<file path="src/rtl/mult_pkg.sv">
// Shared types and helpers for the pipelined array multiplier.
package mult_pkg;

  typedef enum logic {
    MODE_UNSIGNED = 1'b0,
    MODE_SIGNED   = 1'b1
  } mult_mode_e;

  function automatic int cdiv(input int x, input int y);
    return (x + y - 1) / y;
  endfunction

endpackage

</file>
<file path="src/rtl/mult_row_stage.sv">
// One registered accumulation stage: adds up to R partial-product rows starting at FIRST_ROW.
module mult_row_stage #(
  parameter int N         = 8,
  parameter int R         = 2,
  parameter int FIRST_ROW = 0
) (
  input  logic           clk,
  input  logic           rst,
  input  logic           en_i,
  input  logic           vld_i,
  input  logic           neg_i,
  input  logic [2*N-1:0] sum_i,
  input  logic [N-1:0]   a_mag_i,
  input  logic [N-1:0]   b_rem_i,
  output logic           vld_o,
  output logic           neg_o,
  output logic [2*N-1:0] sum_o,
  output logic [N-1:0]   a_mag_o,
  output logic [N-1:0]   b_rem_o
);

  localparam int NR = ((N - FIRST_ROW) < R) ? (N - FIRST_ROW) : R;
  localparam int W  = 2 * N;

  logic [W-1:0] acc [NR+1];
  logic         vld_q, neg_q;
  logic [W-1:0] sum_q;
  logic [N-1:0] a_mag_q, b_rem_q;

  assign acc[0] = sum_i;

  // b_rem_i[0] always corresponds to global row FIRST_ROW; consumed bits are shifted out.
  for (genvar i = 0; i < NR; i++) begin : g_row
    logic [W-1:0] row;
    assign row = {{N{1'b0}}, a_mag_i & {N{b_rem_i[i]}}} << (FIRST_ROW + i);
    n_bit_adder #(.W(W)) u_add (
      .a_i  (acc[i]),
      .b_i  (row),
      .sum_o(acc[i+1])
    );
  end

  always_ff @(posedge clk or posedge rst) begin
    if (rst) begin
      vld_q   <= 1'b0;
      neg_q   <= 1'b0;
      sum_q   <= '0;
      a_mag_q <= '0;
      b_rem_q <= '0;
    end else if (en_i) begin
      vld_q   <= vld_i;
      neg_q   <= neg_i;
      sum_q   <= acc[NR];
      a_mag_q <= a_mag_i;
      b_rem_q <= b_rem_i >> NR;
    end
  end

  assign vld_o   = vld_q;
  assign neg_o   = neg_q;
  assign sum_o   = sum_q;
  assign a_mag_o = a_mag_q;
  assign b_rem_o = b_rem_q;

endmodule

</file>
<file path="src/rtl/n_bit_adder.sv">
// Plain W-bit adder used to accumulate partial-product rows; carry-out discarded.
module n_bit_adder #(
  parameter int W = 16
) (
  input  logic [W-1:0] a_i,
  input  logic [W-1:0] b_i,
  output logic [W-1:0] sum_o
);

  assign sum_o = a_i + b_i;

endmodule

</file>
<file path="src/rtl/pipe_array_mult.sv">
// Pipelined signed/unsigned array multiplier, latency S+1, one result per cycle.
// The whole pipe freezes when the output is held; in_ready depends only on out_valid/out_ready.
module pipe_array_mult
  import mult_pkg::*;
#(
  parameter int N              = 8,
  parameter int ROWS_PER_STAGE = 2
) (
  input  logic           clk,
  input  logic           rst,
  input  logic           in_valid,
  output logic           in_ready,
  input  logic [N-1:0]   a,
  input  logic [N-1:0]   b,
  input  logic           is_signed,
  output logic           out_valid,
  input  logic           out_ready,
  output logic [2*N-1:0] p,
  output logic           busy
);

  localparam int S = cdiv(N, ROWS_PER_STAGE);

  logic           adv;
  mult_mode_e     mode;
  logic [S:0]     vld_s, neg_s;
  logic [2*N-1:0] sum_s   [S+1];
  logic [N-1:0]   a_mag_s [S+1];
  logic [N-1:0]   b_rem_s [S+1];
  logic           out_valid_q;
  logic [2*N-1:0] p_q;
  logic           unused_tail;

  assign adv      = !out_valid_q || out_ready;
  assign in_ready = adv;
  assign mode     = is_signed ? MODE_SIGNED : MODE_UNSIGNED;

  // The most negative value negates to itself, which is the correct unsigned magnitude.
  assign vld_s[0]   = in_valid;
  assign neg_s[0]   = (mode == MODE_SIGNED) && (a[N-1] ^ b[N-1]);
  assign sum_s[0]   = '0;
  assign a_mag_s[0] = ((mode == MODE_SIGNED) && a[N-1]) ? -a : a;
  assign b_rem_s[0] = ((mode == MODE_SIGNED) && b[N-1]) ? -b : b;

  for (genvar k = 1; k <= S; k++) begin : g_stage
    mult_row_stage #(
      .N        (N),
      .R        (ROWS_PER_STAGE),
      .FIRST_ROW((k - 1) * ROWS_PER_STAGE)
    ) u_stage (
      .clk    (clk),
      .rst    (rst),
      .en_i   (adv),
      .vld_i  (vld_s[k-1]),
      .neg_i  (neg_s[k-1]),
      .sum_i  (sum_s[k-1]),
      .a_mag_i(a_mag_s[k-1]),
      .b_rem_i(b_rem_s[k-1]),
      .vld_o  (vld_s[k]),
      .neg_o  (neg_s[k]),
      .sum_o  (sum_s[k]),
      .a_mag_o(a_mag_s[k]),
      .b_rem_o(b_rem_s[k])
    );
  end

  always_ff @(posedge clk or posedge rst) begin
    if (rst) begin
      out_valid_q <= 1'b0;
      p_q         <= '0;
    end else if (adv) begin
      out_valid_q <= vld_s[S];
      p_q         <= neg_s[S] ? -sum_s[S] : sum_s[S];
    end
  end

  assign out_valid   = out_valid_q;
  assign p           = p_q;
  assign busy        = out_valid_q || (|vld_s[S:1]);
  assign unused_tail = ^{a_mag_s[S], b_rem_s[S]};

endmodule

</file>
<file path="config.mk">
export PLATFORM = sky130hd
export DESIGN_NAME = pipe_array_mult
export DESIGN_NICKNAME = d
export VERILOG_FILES = /design/src/rtl/mult_pkg.sv /design/src/rtl/mult_row_stage.sv /design/src/rtl/n_bit_adder.sv /design/src/rtl/pipe_array_mult.sv
export SDC_FILE = /design/constraint.sdc
export NUM_CORES = 1
export LEC_CHECK = 0
export BUFFER_PORTS_ARGS = -buffer_cell sky130_fd_sc_hd__buf_2
export CAP_MARGIN = 0
export CELL_PAD_IN_SITES_DETAIL_PLACEMENT = 1
export CELL_PAD_IN_SITES_GLOBAL_PLACEMENT = 1
export CORE_ASPECT_RATIO = 1.5
export CORE_MARGIN = 2
export CORE_UTILIZATION = 51
export CTS_BUF_LIST = sky130_fd_sc_hd__clkbuf_4 sky130_fd_sc_hd__clkbuf_8 sky130_fd_sc_hd__clkbuf_16
export CTS_CLUSTER_SIZE = 12
export DETAILED_ROUTE_END_ITERATION = 6
export PLACE_DENSITY_LB_ADDON = 0.1
export SYNTH_ARGS = -nofsm -noshare
export SYNTH_HDL_FRONTEND = slang
export SYNTH_HIERARCHICAL = 1
export SYNTH_SLANG_ARGS = --single-unit
</file>
<file path="constraint.sdc">
create_clock -name clk -period 5.8 [get_ports clk]
set_clock_uncertainty 0.15 [all_clocks]
set_input_delay 0 -clock clk [delete_from_list [all_inputs] [get_ports clk]]
set_output_delay 0 -clock clk [all_outputs]
set_load 0.01 [all_outputs]
</file>
==> flow_summary_export.csv <==
group,metric,value,unit
die,die_y,195,µm
place,dp_hpwl,25.2,mm
finish,fin_area,13800,µm²
finish,layout.nets,1537,
timing,relSlewSlack,51.2,%
clock_network,cts_buffers,17,
die,die_area,25600,µm²
global_routing,met1_usage,24.7,%
setup_path,endpoint_kind,"register",
timing,worst_pin_slew,0.726,ns
detailed_routing,wl,32.1,mm
timing,setup_viol,0,
clock_network,htree_levels,4,
setup_path,rrSetupSlack,1.62,ns
global_routing,grtUsageMet3,2.66,%
timing,max_freq,0.239,GHz
setup_path,startpoint_type,"register",
place,dp_slack,1.74,ns
global_routing,grt_pass1_wl,53.5,mm
timing,rsz0062_at_grt,"false",
logic_synthesis,synth_warnings,6,
detailed_routing,dr.first_iter.drc_count,359,
detailed_routing,vias_per_cell,5.75,
job,cap_violations,0,
detailed_routing,drt-pass1-iter-count,4,
clock_network,cts_tree,"done",
setup_path,path_class,"register to register",
timing,tns,0,ns
timing,final-hold-violation-count,0,
clock_network,cts_root_buffer,"clkbuf_16",
place,placed_area,12900,µm²
setup_path,cpMaxStageDelayCell,"dfrtp_1",
detailed_routing,wl_per_cell,18.7,µm
die,core_region_area,23800,µm²
detailed_routing,drc,0,
place,place.port_buffers,39,
finish,num_antenna_cells,0,
global_routing,grt.total_usage,25.8,%
timing,slew_viol_final,0,
die,num_io_pins,40,
die,start_util,52.0,%
setup_path,path_max_fanout,9,
clock_network,cts.reportedPaths.clkPinSlew,0.06,ns
setup_path,required,5.96,ns
logic_synthesis,syn_area_per_cell,9.83,µm²
detailed_routing,vias,9872,
global_routing,overflow,0,
logic_synthesis,synthCells,1261,
setup_path,critPathMaxStageDelay,0.46,ns
place,place.gp.congestion,0.917,
setup_path,crit_arrival,4.33,ns
timing,final.min_clock_period,4.18,ns
logic_synthesis,synth_area,12400,µm²
die,die_w,131,µm
finish,area_delta_synth_final,11.2,%
global_routing,grt.met2_usage,54.0,%
clock_network,cts_max_path_buffers,2,
global_routing,grt.busiest_layer,"met2",
clock_network,clkLatencyLatePin,0.43,ns
setup_path,path_cells,"and2_1 > ha_1 > a21o_1 > a311oi_2 > o21ai_0 > a311oi_1 > nor3_1 > ha_1 > a21oi_1 > o21bai_1 > a21oi_1 > xor2_1 > mux2i_1 > mux2_4",
global_routing,antenna_found_initial,0,
timing,worst_slack,1.62,ns
detailed_routing,ant_nets,0,
min_path,min_path_type,"input port to register",
clock_network,cts_num_sinks,125,
finish,drive_gt1_share,17.5,%
global_routing,grt_max_degree,49,
finish,fill_cells,2794,
run_status,status,"finished, final reports clean",
die,rows,69,
global_routing,grt_pass1_vias,10900,
timing,period_share,72.0,%
finish,most-common-layout-cells,"a21oi_1, dfrtp_1, ha_1",
## routing by layer
layer  vias up  wire (µm)
li1       4787          -
met1      4887      11700
met2       118      18700
met3        80        441
met4         0       1280
met5         -          0
## sequential cells by signal (all words and copies together), names as in the netlist
name                     count
g_stage.u_stage/sum_o       64
g_stage.u_stage/a_mag_o     24
p                           16
g_stage.u_stage/b_rem_o     12
g_stage.u_stage/neg_o        4
g_stage.u_stage/vld_o        4
out_valid                    1
## per-stage QoR
stage          util, %  hold slack [ns]  std cells
2_1_floorplan        -           -0.224       1343
3_3_place_gp      54.3           -0.254       1667
3_5_place_dp      54.3           -0.255       1667
4_1_cts           57.8           0.0100       1717
5_1_grt           57.8           0.0716       1717
6_report          57.8           0.0181       1717
## what timing repair did
item,4_1_cts,5_1_grt
endpoints found under the hold margin,151,0
hold buffers,18,0
gates resized for setup,0,0
buffers inserted,0,0
## final timing paths
kind / startpoint / endpoint / cells after the start
min reg2reg: p[1] / p[1] / 2
max in group asynchronous: rst / g_stage[3].u_stage/sum_o[1] / 5
min: b[1] / g_stage[1].u_stage/b_rem_o[3] / 5
max reg2reg: g_stage[1].u_stage/b_rem_o[0] / g_stage[2].u_stage/sum_o[13] / 14
max: g_stage[1].u_stage/b_rem_o[0] / g_stage[2].u_stage/sum_o[13] / 14
min in group asynchronous: rst / g_stage[1].u_stage/vld_o / 4
## final cells by class
class                      count  area (µm²)  area share, %
clock inverter                13         211           1.53
timing repair buffer          63         420           3.05
clock buffer                  19         453           3.29
multi-input combinational   1144        9030           65.6
tap                          319         399           2.90
sequential                   125        3130           22.7
inverter                      34         133          0.963
## worst max-delay path, delay by kind of cell (launching register included)
kind            cells  cell delay (ns)
mux                 2             0.40
compound gates      7             1.81
flops               1             0.46
fa+ha+maj           2             0.75
xor+xnor            1             0.19
simple gates        2             0.29
Power is not shown: default switching activity piles up to over one toggle a cycle in this logic, so the estimate is an artifact.
